===== config.mk =====
export PLATFORM = sky130hd
export DESIGN_NAME = npc_unit_flat
export DESIGN_NICKNAME = d
export VERILOG_FILES = /design/src/rtl/npc_unit_if.sv /design/src/rtl/npc_unit.sv /design/src/flat_wrapper.sv
export SDC_FILE = /design/constraint.sdc
export NUM_CORES = 1
export LEC_CHECK = 0
export ABC_AREA = 1
export ABC_CLOCK_PERIOD_IN_PS = 3600
export CORE_MARGIN = 5
export CORE_UTILIZATION = 50
export DETAILED_ROUTE_END_ITERATION = 16
export HOLD_SLACK_MARGIN = 0.05
export PLACE_DENSITY_LB_ADDON = 0.3
export RECOVER_POWER = 25
export SLEW_MARGIN = 10
export SYNTH_ARGS = -nofsm -noshare
export SYNTH_HDL_FRONTEND = slang
export SYNTH_SLANG_ARGS = --single-unit

===== constraint.sdc =====
create_clock -name clk -period 3.6 [get_ports clk]
set_input_delay 0.36 -clock clk [delete_from_list [all_inputs] [get_ports clk]]
set_output_delay 0.36 -clock clk [all_outputs]
set_load 0.02 [all_outputs]

===== src/rtl/npc_unit_if.sv =====
// D-stage decision bundle between the pipeline control and the next-PC unit.
// The pipeline is the master; npc_unit is the slave that returns the fetch PC and status.
interface npc_unit_if #(
  parameter int WIDTH = 32,
  parameter int CNT_W = 16
);
  logic             stall;
  logic [WIDTH-1:0] pc_d;
  logic [2:0]       cmp_op;
  logic [1:0]       jump_op;
  logic [WIDTH-1:0] rs_val;
  logic [WIDTH-1:0] rt_val;
  logic [15:0]      imm16;
  logic [25:0]      imm26;
  logic             err_clr;
  logic [WIDTH-1:0] pc_f;
  logic [2:0]       pc_sel;
  logic             taken;
  logic [CNT_W-1:0] cnt_taken;
  logic [CNT_W-1:0] cnt_stall;
  logic             align_err;
  logic [WIDTH-1:0] err_pc;

  modport master (
    output stall, pc_d, cmp_op, jump_op, rs_val, rt_val, imm16, imm26, err_clr,
    input  pc_f, pc_sel, taken, cnt_taken, cnt_stall, align_err, err_pc
  );

  modport slave (
    input  stall, pc_d, cmp_op, jump_op, rs_val, rt_val, imm16, imm26, err_clr,
    output pc_f, pc_sel, taken, cnt_taken, cnt_stall, align_err, err_pc
  );
endinterface


===== src/rtl/npc_unit.sv =====
// Next-PC unit: owns the fetch PC, resolves D-stage branches/jumps with stall hold,
// and keeps saturating redirect/stall counters plus a sticky jr misalignment capture.
module npc_unit #(
  parameter int          WIDTH    = 32,
  parameter logic [31:0] RESET_PC = 32'h0000_3000,
  parameter int          CNT_W    = 16
) (
  input logic       clk,
  input logic       reset,
  npc_unit_if.slave bus
);

  typedef enum logic [2:0] {
    SEL_SEQ = 3'b000,
    SEL_BR  = 3'b001,
    SEL_J   = 3'b010,
    SEL_JR  = 3'b011
  } pc_sel_e;

  localparam logic [2:0] CMP_BEQ  = 3'b001;
  localparam logic [2:0] CMP_BNE  = 3'b010;
  localparam logic [2:0] CMP_BLEZ = 3'b011;
  localparam logic [2:0] CMP_BGTZ = 3'b100;
  localparam logic [2:0] CMP_BLTZ = 3'b101;
  localparam logic [2:0] CMP_BGEZ = 3'b110;

  localparam logic [1:0] JMP_J  = 2'b01;
  localparam logic [1:0] JMP_JR = 2'b10;

  logic [WIDTH-1:0] pc_f_q, pc_f_d;
  logic [CNT_W-1:0] cnt_taken_q, cnt_taken_d;
  logic [CNT_W-1:0] cnt_stall_q, cnt_stall_d;
  logic             align_err_q, align_err_d;
  logic [WIDTH-1:0] err_pc_q, err_pc_d;

  logic [WIDTH-1:0] pc_plus4_d;
  logic [WIDTH-1:0] imm_sext;
  logic [WIDTH-1:0] br_tgt;
  logic [WIDTH-1:0] j_tgt;
  logic [WIDTH-1:0] jr_tgt;
  logic             rs_zero;
  logic             rs_neg;
  logic             cond;
  pc_sel_e          sel;
  logic             jr_misaligned;

  always_comb begin
    pc_plus4_d = bus.pc_d + WIDTH'(4);
    imm_sext   = {{(WIDTH-16){bus.imm16[15]}}, bus.imm16};
    br_tgt     = pc_plus4_d + (imm_sext << 2);
    j_tgt      = {pc_plus4_d[WIDTH-1:28], bus.imm26, 2'b00};
    jr_tgt     = {bus.rs_val[WIDTH-1:2], 2'b00};
    rs_zero    = (bus.rs_val == '0);
    rs_neg     = bus.rs_val[WIDTH-1];

    cond = 1'b0;
    unique case (bus.cmp_op)
      CMP_BEQ:  cond = (bus.rs_val == bus.rt_val);
      CMP_BNE:  cond = (bus.rs_val != bus.rt_val);
      CMP_BLEZ: cond = rs_neg | rs_zero;
      CMP_BGTZ: cond = ~rs_neg & ~rs_zero;
      CMP_BLTZ: cond = rs_neg;
      CMP_BGEZ: cond = ~rs_neg;
      default:  cond = 1'b0;
    endcase

    // Jumps outrank a branch decoded in the same slot.
    if (bus.jump_op == JMP_JR)     sel = SEL_JR;
    else if (bus.jump_op == JMP_J) sel = SEL_J;
    else if (cond)                 sel = SEL_BR;
    else                           sel = SEL_SEQ;
  end

  assign bus.pc_sel = sel;
  assign bus.taken  = (sel != SEL_SEQ);

  always_comb begin
    pc_f_d        = pc_f_q;
    cnt_taken_d   = cnt_taken_q;
    cnt_stall_d   = cnt_stall_q;
    align_err_d   = align_err_q;
    err_pc_d      = err_pc_q;
    jr_misaligned = (sel == SEL_JR) && (bus.rs_val[1:0] != 2'b00);

    if (bus.stall) begin
      cnt_stall_d = cnt_stall_q + CNT_W'(cnt_stall_q != '1);
    end else begin
      unique case (sel)
        SEL_BR:  pc_f_d = br_tgt;
        SEL_J:   pc_f_d = j_tgt;
        SEL_JR:  pc_f_d = jr_tgt;
        default: pc_f_d = pc_f_q + WIDTH'(4);
      endcase
      if (sel != SEL_SEQ) cnt_taken_d = cnt_taken_q + CNT_W'(cnt_taken_q != '1);

      // A fresh misalignment beats a clear; only the first raw target is kept.
      if (jr_misaligned) begin
        align_err_d = 1'b1;
        if (!align_err_q) err_pc_d = bus.rs_val;
      end else if (bus.err_clr) begin
        align_err_d = 1'b0;
        err_pc_d    = '0;
      end
    end
  end

  always_ff @(posedge clk) begin
    if (reset) begin
      pc_f_q      <= WIDTH'(RESET_PC);
      cnt_taken_q <= '0;
      cnt_stall_q <= '0;
      align_err_q <= 1'b0;
      err_pc_q    <= '0;
    end else begin
      pc_f_q      <= pc_f_d;
      cnt_taken_q <= cnt_taken_d;
      cnt_stall_q <= cnt_stall_d;
      align_err_q <= align_err_d;
      err_pc_q    <= err_pc_d;
    end
  end

  assign bus.pc_f      = pc_f_q;
  assign bus.cnt_taken = cnt_taken_q;
  assign bus.cnt_stall = cnt_stall_q;
  assign bus.align_err = align_err_q;
  assign bus.err_pc    = err_pc_q;

endmodule


===== src/flat_wrapper.sv =====
// flat-port wrapper written by rule: the top's interface ports become plain ports
module npc_unit_flat 
#(
  parameter int          WIDTH    = 32,
  parameter logic [31:0] RESET_PC = 32'h0000_3000,
  parameter int          CNT_W    = 16
)
  (clk, reset, bus_stall, bus_pc_d, bus_cmp_op, bus_jump_op, bus_rs_val, bus_rt_val, bus_imm16, bus_imm26, bus_err_clr, bus_pc_f, bus_pc_sel, bus_taken, bus_cnt_taken, bus_cnt_stall, bus_align_err, bus_err_pc);
  npc_unit_if #(.WIDTH(WIDTH), .CNT_W(CNT_W)) bus_i ();
  input logic clk;
  input logic reset;
  input wire logic [$bits(bus_i.stall)-1:0] bus_stall;
  input wire logic [$bits(bus_i.pc_d)-1:0] bus_pc_d;
  input wire logic [$bits(bus_i.cmp_op)-1:0] bus_cmp_op;
  input wire logic [$bits(bus_i.jump_op)-1:0] bus_jump_op;
  input wire logic [$bits(bus_i.rs_val)-1:0] bus_rs_val;
  input wire logic [$bits(bus_i.rt_val)-1:0] bus_rt_val;
  input wire logic [$bits(bus_i.imm16)-1:0] bus_imm16;
  input wire logic [$bits(bus_i.imm26)-1:0] bus_imm26;
  input wire logic [$bits(bus_i.err_clr)-1:0] bus_err_clr;
  output wire logic [$bits(bus_i.pc_f)-1:0] bus_pc_f;
  output wire logic [$bits(bus_i.pc_sel)-1:0] bus_pc_sel;
  output wire logic [$bits(bus_i.taken)-1:0] bus_taken;
  output wire logic [$bits(bus_i.cnt_taken)-1:0] bus_cnt_taken;
  output wire logic [$bits(bus_i.cnt_stall)-1:0] bus_cnt_stall;
  output wire logic [$bits(bus_i.align_err)-1:0] bus_align_err;
  output wire logic [$bits(bus_i.err_pc)-1:0] bus_err_pc;
  assign bus_i.stall = bus_stall;
  assign bus_i.pc_d = bus_pc_d;
  assign bus_i.cmp_op = bus_cmp_op;
  assign bus_i.jump_op = bus_jump_op;
  assign bus_i.rs_val = bus_rs_val;
  assign bus_i.rt_val = bus_rt_val;
  assign bus_i.imm16 = bus_imm16;
  assign bus_i.imm26 = bus_imm26;
  assign bus_i.err_clr = bus_err_clr;
  assign bus_pc_f = bus_i.pc_f;
  assign bus_pc_sel = bus_i.pc_sel;
  assign bus_taken = bus_i.taken;
  assign bus_cnt_taken = bus_i.cnt_taken;
  assign bus_cnt_stall = bus_i.cnt_stall;
  assign bus_align_err = bus_i.align_err;
  assign bus_err_pc = bus_i.err_pc;
  npc_unit #(.WIDTH(WIDTH), .RESET_PC(RESET_PC), .CNT_W(CNT_W)) u_core (.clk(clk), .reset(reset), .bus(bus_i));
endmodule

==> metrics.md, run 1 <==
| Metric | Value |
|---|---|
| First-pass GRT wire length | between 50 and 60 mm |
| Worst skew pair latency | between 0.3 and 0.4 ns |
| Synth Cell Area | approximately 9000 um^2 |
| Die Wd | between 100 and 150 um |
| Setup WS post-layout | about 0.24 ns |
| RSZ-0062 raised after global routing | true |
| Crit path kind | in -> reg |
| Crit path DAT | 3.64 ns |
| Post-layout util | 0.712 |
| Syn. warnings | 0 |
| Hold Path Stages | 2 |
| First drt pass iteration count | 5 |
| Post-Route Setup TNS | 0 ns |
| Met3 wire length | 3.57 mm |
| Outcome | complete, no violations |
| Root buf cell | clkbuf_16 |
| Drc violations | 0 |
| Async S/R FF share, synth | 0 |
| Synth cell types | 50 |
| # port buffers | 246 |
| Final nets | around 2000 |
| Via density | 5.51 |
| Die height | around 140 um |
| RR Endpoint | u_core.bus.pc_f[26] |
| Post-DP HPWL | between 20 and 30 mm |
| Via count of the routed design | about 11000 |
| Power, Total | ~3.6 mW |
| Tcrit/Tclk final | 0.933 |
| Initial antenna violation count | 1 |
| VDD IR max | about 230 uV |
| Skew final | approximately 0.012 ns |
| Diode count | 0 |
| Synth Register Bits | 97 |
| Hold Path Origin | u_core.bus.err_pc[17] |
| Final GP Congestion | just under 1 |
| Sequential area share after synthesis | 0.217 |
| Worst setup SP type | primary input |
| R2r worst-path depth | 12 |
| Final Instance Area | ~13000 um^2 |
| Placement-stage cell area | roughly 12000 um^2 |
| DR WL met2 | 16.8 mm |
| Core footprint | 17800 um^2 |
| Layout area overhead | 41.5% |
| Final setup violation count | 0 |
| Starting Density | 0.503 |
| Avg WL per Cell | 17.9 um |
| Largest net degree at the start of global routing | 58 |
| Clock buffer depth | 2 |
| WL final | 35.8 mm |
| DRT iter0 DRCs | just under 1000 |
| Mean Syn Cell Area | between 6 and 7 um^2 |
| Die footprint | between 20000 and 25000 um^2 |
| Placement Setup Slack | -0.334 ns |
| Reg2Reg Launch Point | u_core.bus.pc_f[2] |
| Total track usage | 0.335 |
| Total grt overflow | 0 |
| Number of synthesized flops with an enable pin | 0 |
| Hold-fix buffers, CTS | 0 |
| Net Count, Synth | approximately 1700 |
| DR top layer | met5 |
| Setup crit end kind | flop |
| Worst Path Max Fanout | 4 |
| Leak | about 5.5 nW |
| Final Hold Vio Count | 0 |
| Class of the worst hold path | reg -> reg |
| Clock Sinks | 97 |
| TritonCTS clock tree | built |
| Relative slew slack | 0.614 |
| Number of global-route vias before repair | 10500 |
| Main synth FF type | dfxtp_1 |
| Final Max Slew Viols | 0 |
| Maximum clock frequency | between 0.2 and 0.3 GHz |
| Metal-1 WL | roughly 14 mm |
| Max-Cap Viols | 0 |
| Layout cells sized above 1 | 0.106 |
| Worst Hold Endpoint | u_core.bus.err_pc[17] |
| Clk slew on worst S/H paths | roughly 0.08 ns |
| Actual slew at the worst max-slew pin | about 0.58 ns |
| Mapped Cells | between 1000 and 1500 |
| # IOs | between 200 and 250 |
| Pwr/cell area | ~280 nW/um^2 |
| Final critical-path required period | approximately 3.4 ns |
| Rows | 49 |
| Worst R2R Setup Slack | 1.12 ns |
| CTS HTree Levels | 3 |
| Final ANT Viol Nets | 0 |
| Crit path required time | between 3 and 4 ns |
| Num CTS Buffers | 9 |
[cells by family (layout without fill, tap and decap cells)]
group / after synthesis / count (layout) / share of synthesized area
buffers and inverters: 223 / 531 / 0.0996
XOR/XNOR: 101 / 101 / 0.0989
other: 1 / 1 / 0.000419
flip-flops: 97 / 97 / 0.217
AO/OA/AOI/OAI: 240 / 240 / 0.147
adder cells (fa/ha/maj): 43 / 43 / 0.0610
AND/OR/NAND/NOR: 759 / 759 / 0.376
[per-layer routing]
metal,track usage,vias up
li1,-,5357
met1,0.425,5005
met2,0.563,576
met3,0.0792,80
met4,0.109,2
met5,0,-
[through the flow]
stage	hold WS [ns]	cells
after CTS	0.466	2000
after global routing	0.478	2001
after detailed placement	0.455	1984
final	0.463	2001
after floorplan	0.516	1464
after global placement	0.451	1984
[registers in the layout, summed over array words and instances (netlist names)]
signal                count
u_core.bus.err_pc        32
u_core.bus.pc_f          32
u_core.bus.cnt_stall     16
u_core.bus.cnt_taken     16
u_core.bus.align_err      1
[placed cells by master, fill, tap and decap left out, drive strengths merged, types with 2 or more instances in the layout]
master and instances:
dfxtp 97, clkinv 3, clkbuf 10, nor3b 2
a21o 3, nor2 159, nor4 7, o211ai 3
nand4 25, nor3 46, o21bai 2, nand2 381
inv 178, o21ai 88, buf 94, nand3 117
a22o 16, a21oi 119, or2 12, a31oi 2
a21boi 4, xnor2 52, dlygate4sd3 42, clkdlybuf4s50 202
nand3b 8, xor2 49, ha 42
[cells in the mapped netlist (3+ instances only)]
| cell type | instances | area, um^2 |
|---|---|---|
| nand2_1 | 375 | 1410 |
| inv_1 | 171 | 642 |
| nor2_1 | 153 | 574 |
| a21oi_1 | 117 | 586 |
| nand3_1 | 113 | 566 |
| dfxtp_1 | 97 | 1940 |
| o21ai_0 | 85 | 425 |
| xnor2_1 | 52 | 455 |
| xor2_1 | 49 | 429 |
| ha_1 | 42 | 526 |
| nor3_1 | 40 | 200 |
| clkbuf_1 | 25 | 93.8 |
| nand4_1 | 24 | 150 |
| a22o_1 | 16 | 140 |
| buf_2 | 10 | 50.1 |
| or2_2 | 10 | 62.6 |
| nand3b_1 | 8 | 60.1 |
| nor4_1 | 7 | 43.8 |
| nor3_2 | 6 | 60.1 |
| buf_4 | 5 | 37.5 |
| inv_2 | 5 | 18.8 |
| buf_1 | 4 | 15.0 |
| a21boi_0 | 3 | 22.5 |
| a21o_1 | 3 | 22.5 |
| buf_6 | 3 | 33.8 |
| nand2_2 | 3 | 18.8 |
| nand2_4 | 3 | 33.8 |
| nand3_2 | 3 | 30.0 |
| nor2_4 | 3 | 33.8 |
| o211ai_1 | 3 | 22.5 |
[how the worst max path moves through the flow]
stage / cells after the start / endpoint / start / slack [ns]
2_1_floorplan: 23 / u_core.bus.pc_f[27] / bus_pc_d[2] / 0.56
3_3_place_gp: 22 / u_core.bus.pc_f[19] / bus_pc_d[4] / -0.31
3_5_place_dp: 22 / u_core.bus.pc_f[19] / bus_pc_d[4] / -0.33
4_1_cts: 22 / u_core.bus.pc_f[19] / bus_pc_d[4] / 0.02
5_1_grt: 23 / u_core.bus.pc_f[29] / bus_pc_d[5] / -0.07
6_report: 19 / u_core.bus.pc_f[22] / bus_pc_d[3] / 0.24
[power by group]
part	total [mW]	switching [mW]	internal (mW)	leakage, nW
combinational	1.38	0.787	0.593	4.57
clock	0.998	0.493	0.505	0.144
sequential	1.19	0.0713	1.12	0.791
[what timing repair did]
| action | 4_1_cts | 5_1_grt |
|---|---|---|
| hold endpoints to repair | 0 | 0 |
| buffers inserted | 0 | 1 |
| resized for setup | 0 | 47 |
| setup endpoints to repair | 0 | 16 |
[cell type report]
cell class	count	area, um^2
clock buffer	10	239
clock inverter	6	61.3
fill	1604	5130
multi-input combinational	1144	6310
inverter	176	661
timing repair buffer	339	3160
sequential	97	1940
tap	229	287
[worst max-delay path, stage by stage]
cell	delay, ns
clkdlybuf4s50_1	0.49
nand2_1	0.09
nor2_4	0.14
nand3_4	0.09
nor3_4	0.20
nor4b_4	0.22
buf_4	0.16
buf_4	0.10
xor2_1	0.16
ha_1	0.30
a21oi_1	0.22
o21ai_0	0.16
a21oi_1	0.21
o21ai_0	0.14
xor2_1	0.18
nand3_1	0.10
nand2_1	0.08
nand2_1	0.09
a21oi_1	0.14
Note: power is estimated with default switching activity, not from simulation.
==> inputs of run 2 (changes only) <==
--- a/config.mk
+++ b/config.mk
@@ -13,7 +13,6 @@
 export HOLD_SLACK_MARGIN = 0.05
 export PLACE_DENSITY_LB_ADDON = 0.3
 export RECOVER_POWER = 25
-export SLEW_MARGIN = 10
 export SYNTH_ARGS = -nofsm -noshare
 export SYNTH_HDL_FRONTEND = slang
 export SYNTH_SLANG_ARGS = --single-unit
==> results of run 2 <==
Final layout, timing and power as in run 1 (identical DEF).
==> inputs of run 3 (changes only) <==
--- a/config.mk
+++ b/config.mk
@@ -11,7 +11,7 @@
 export CORE_UTILIZATION = 50
 export DETAILED_ROUTE_END_ITERATION = 16
 export HOLD_SLACK_MARGIN = 0.05
-export PLACE_DENSITY_LB_ADDON = 0.3
+export PLACE_DENSITY = 0.86
 export RECOVER_POWER = 25
 export SYNTH_ARGS = -nofsm -noshare
 export SYNTH_HDL_FRONTEND = slang
==> run 3 against run 2 <==
- worst setup slack lost 0.037 ns
- non-clock buffer count rose by 7
- global-route usage decreased by 0.76 points
- largest cell class unchanged
- fmax fell by 1.1%
- critical path type unchanged
- die area did not move
- combinational power hardly changed
- wire length fell by 1.8%
- clock power hardly changed
- via count rose by 0.61%
- sequential share of layout area about the same
- design area increased by 0.16%
==> metrics.md, run 3 (synthesis gave the netlist of run 1 again) <==
| Metric | Value |
|---|---|
| Final nets | 1964 (was 1957) |
| Pwr/cell area | 282 nW/um^2 (about the same) |
| Total track usage | 0.328 (was 0.335) |
| Leak | 5.53 nW (was 5.50 nW) |
| Largest net degree at the start of global routing | 58 (unchanged) |
| Die Wd | 144 um (unchanged) |
| Most used cell, CP | nand2_1 |
| Crit path required time | 3.89 ns (was 3.88 ns) |
| Most frequent cells in the layout | 371 x nand2_1, 202 x clkdlybuf4s50_1, 172 x inv_1 (was 370 x nand2_1, 202 x clkdlybuf4s50_1, 172 x inv_1) |
| Number of global-route vias before repair | 10500 (about the same) |
| Clock network power share | 0.282 (was 0.280) |
| Drc violations | 0 (unchanged) |
| Starting Density | 0.503 (unchanged) |
| Layout cells sized above 1 | 0.106 (about the same) |
| Root buf cell | clkbuf_16 (unchanged) |
| Fill cells | 1505 (was 1604) |
| DRT iter0 DRCs | 900 (was 988) |
| R2r worst-path depth | 12 (unchanged) |
| Via density | 5.52 (was 5.51) |
| Initial antenna violation count | 0 (was 1) |
| Area of the multi-input gates | 6260 um^2 (was 6310 um^2) |
| Worst skew pair latency | 0.37 ns (was 0.36 ns) |
| Worst Path Max Fanout | 4 (unchanged) |
| Core footprint | 17800 um^2 (unchanged) |
| RR Endpoint | u_core.bus.pc_f[21] (was u_core.bus.pc_f[26]) |
| FF/Latch Area | 1940 um^2 (unchanged) |
| Post-DP HPWL | 28.7 mm (was 29.1 mm) |
| Crit path from | bus_pc_d[10] (was bus_pc_d[3]) |
| Num CTS Buffers | 9 (unchanged) |
| Clock buffer depth | 2 (unchanged) |
| Avg WL per Cell | 17.5 um (was 17.9 um) |
| VDD IR max | 230 uV (was 234 uV) |
| Flop pwr share | 0.333 (was 0.334) |
| TritonCTS clock tree | built (unchanged) |
| CP Cell Sequence | clkdlybuf4s50_1 > buf_4 > nand2_1 > nor2_1 > nand3_1 > xor2_1 > inv_1 > ha_1 > nand2_1 > o21ai_0 > a21oi_1 > nand2_1 > buf_4 > nand4_1 > nand2_1 > nand2_1 > nand2_1 > nand3_1 > nand2_1 > nand2_1 > a21oi_1 (was clkdlybuf4s50_1 > nand2_1 > nor2_4 > nand3_4 > nor3_4 > nor4b_4 > buf_4 > buf_4 > xor2_1 > ha_1 > a21oi_1 > o21ai_0 > a21oi_1 > o21ai_0 > xor2_1 > nand3_1 > nand2_1 > nand2_1 > a21oi_1) |
| Hold Path Origin | u_core.bus.err_pc[25] (was u_core.bus.err_pc[17]) |
| Die height | 144 um (unchanged) |
| Post-layout util | 0.713 (was 0.712) |
| Hold WS | 0.463 ns (about the same) |
| Worst R2R Setup Slack | 1.14 ns (was 1.12 ns) |
| Final ANT Viol Nets | 0 (unchanged) |
| Die footprint | 20700 um^2 (unchanged) |
| Worst setup SP type | primary input (unchanged) |
| Layout area overhead | 41.7% (was 41.5%) |
| CTS HTree Levels | 3 (unchanged) |
| Slowest CP cell | clkdlybuf4s50_1 (unchanged) |
| Tcrit/Tclk final | 0.943 (was 0.933) |
| Clock Sinks | 97 (unchanged) |
| Hold Path Stages | 2 (unchanged) |
| P_sw | 1.36 mW (was 1.35 mW) |
| Worst Hold Endpoint | u_core.bus.err_pc[25] (was u_core.bus.err_pc[17]) |
| # port buffers | 246 (unchanged) |
| Reg2Reg Launch Point | u_core.bus.pc_f[4] (was u_core.bus.pc_f[2]) |
| Diode count | 0 (unchanged) |
| Skew final | 0.0195 ns (was 0.0117 ns) |
| Crit path DAT | 3.68 ns (was 3.64 ns) |
| Setup crit end kind | flop (unchanged) |
| Logic pwr share | 0.385 (was 0.387) |
| First drt pass iteration count | 6 (was 5) |
| CP peak stage delay | 0.48 ns (was 0.49 ns) |
| Rows | 49 (unchanged) |
| Relative slew slack | 0.479 (was 0.614) |
| Post-Route Setup TNS | 0 ns (unchanged) |
| Class of the worst hold path | reg -> reg (unchanged) |
| Power, Total | 3.58 mW (was 3.57 mW) |
| Switching share of power | 0.380 (was 0.379) |
| Actual slew at the worst max-slew pin | 0.780 ns (was 0.579 ns) |
| # IOs | 248 (unchanged) |
| Final critical-path required period | 3.39 ns (was 3.36 ns) |
| Via count of the routed design | 11100 (was 11000) |
| Internal power | 2.22 mW (about the same) |
| Final Hold Vio Count | 0 (unchanged) |
| Final Max Slew Viols | 0 (unchanged) |
| Final GP Congestion | 0.983 (was 0.976) |
| Total grt overflow | 0 (unchanged) |
| Outcome | complete, no violations (unchanged) |
| Clk slew on worst S/H paths | 0.07 ns (was 0.08 ns) |
| Most common cell after layout, fill and taps aside | nand2_1 (unchanged) |
| Max-Cap Viols | 0 (unchanged) |
| First-pass GRT wire length | 54.0 mm (was 55.1 mm) |
| Hold-fix buffers, CTS | 0 (unchanged) |
| Crit path kind | in -> reg (unchanged) |
| Maximum clock frequency | 0.295 GHz (was 0.298 GHz) |
| Final setup violation count | 0 (unchanged) |
| WL final | 35.2 mm (was 35.8 mm) |
run 3: changes by cell type in the layout (fill, tap and decap cells not counted), moves of 2 or more:
| cell | change |
|---|---|
| nand3_2 | +2 |
| nor2_2 | -2 |
| a21boi_0 | +3 |
| a21boi_1 | -3 |
| o21ai_0 | +2 |
| nor2_1 | +3 |
| clkinv_8 | +2 |
| buf_4 | +7 |
run 3: how the worst max path moves through the flow:
| stage | to | slack, ns | cells past startpoint |
|---|---|---|---|
| floorplan | u_core.bus.pc_f[27] | 0.56 | 23 |
| global placement | u_core.bus.pc_f[26] | -0.27 | 22 |
| detailed placement | u_core.bus.pc_f[27] | -0.24 | 24 |
| CTS | u_core.bus.pc_f[26] | 0.13 | 22 |
| global route | u_core.bus.pc_f[24] | -0.008 | 20 |
| finish | u_core.bus.pc_f[29] | 0.21 | 21 |
run 3: power groups by stage:
| stage | Sequential (mW) | Clock, mW | Combinational [mW] |
|---|---|---|---|
| 3_3_place_gp | 1.21 | 0 | 1.32 |
| 5_1_grt | 1.20 | 1.06 | 1.49 |
| 6_report | 1.19 | 1.01 | 1.38 |
| 2_1_floorplan | 1.25 | 0 | 0.656 |
| 3_5_place_dp | 1.21 | 0 | 1.33 |
| 4_1_cts | 1.19 | 1.01 | 1.34 |
run 3: per-stage QoR:
stage	setup slack (ns)	instances	instance area, um^2
after floorplan	0.561	1464	8940
after global placement	-0.269	1990	12200
after detailed placement	-0.245	1990	12200
after CTS	0.129	2006	12500
after global routing	-0.00776	2008	12700
final	0.205	2008	12700
run 3: routing by layer:
| metal | vias to the layer above | part of all wire | GRT usage |
|---|---|---|---|
| li1 | 5373 | - | - |
| met1 | 5045 | 0.40 | 0.414 |
| met2 | 574 | 0.48 | 0.558 |
| met3 | 95 | 0.089 | 0.0662 |
| met4 | 0 | 0.036 | 0.110 |
| met5 | - | 0 | 0 |
run 3: layout make-up:
class / count / share of cell area
Clock buffer: 9 / 0.0178
Sequential cell: 97 / 0.153
Multi-Input combinational cell: 1144 / 0.494
Timing Repair Buffer: 346 / 0.253
Inverter: 176 / 0.0521
Clock inverter: 7 / 0.00701
Tap cell: 229 / 0.0226
run 3: timing repair:
action | 4_1_cts | 5_1_grt
gates resized for setup | 0 | 32
setup buffers | 0 | 2
setup endpoints to repair | 0 | 13
run 3: worst max-delay path: cells and delay by family:
kind	cells	cell delay [ns]
xor gates and xnor gates	1	0.18
buffers and inverters	4	0.81
and+or+nand+nor	12	1.29
AOI/OAI and AO/OA	3	0.66
adders and majority gates	1	0.37
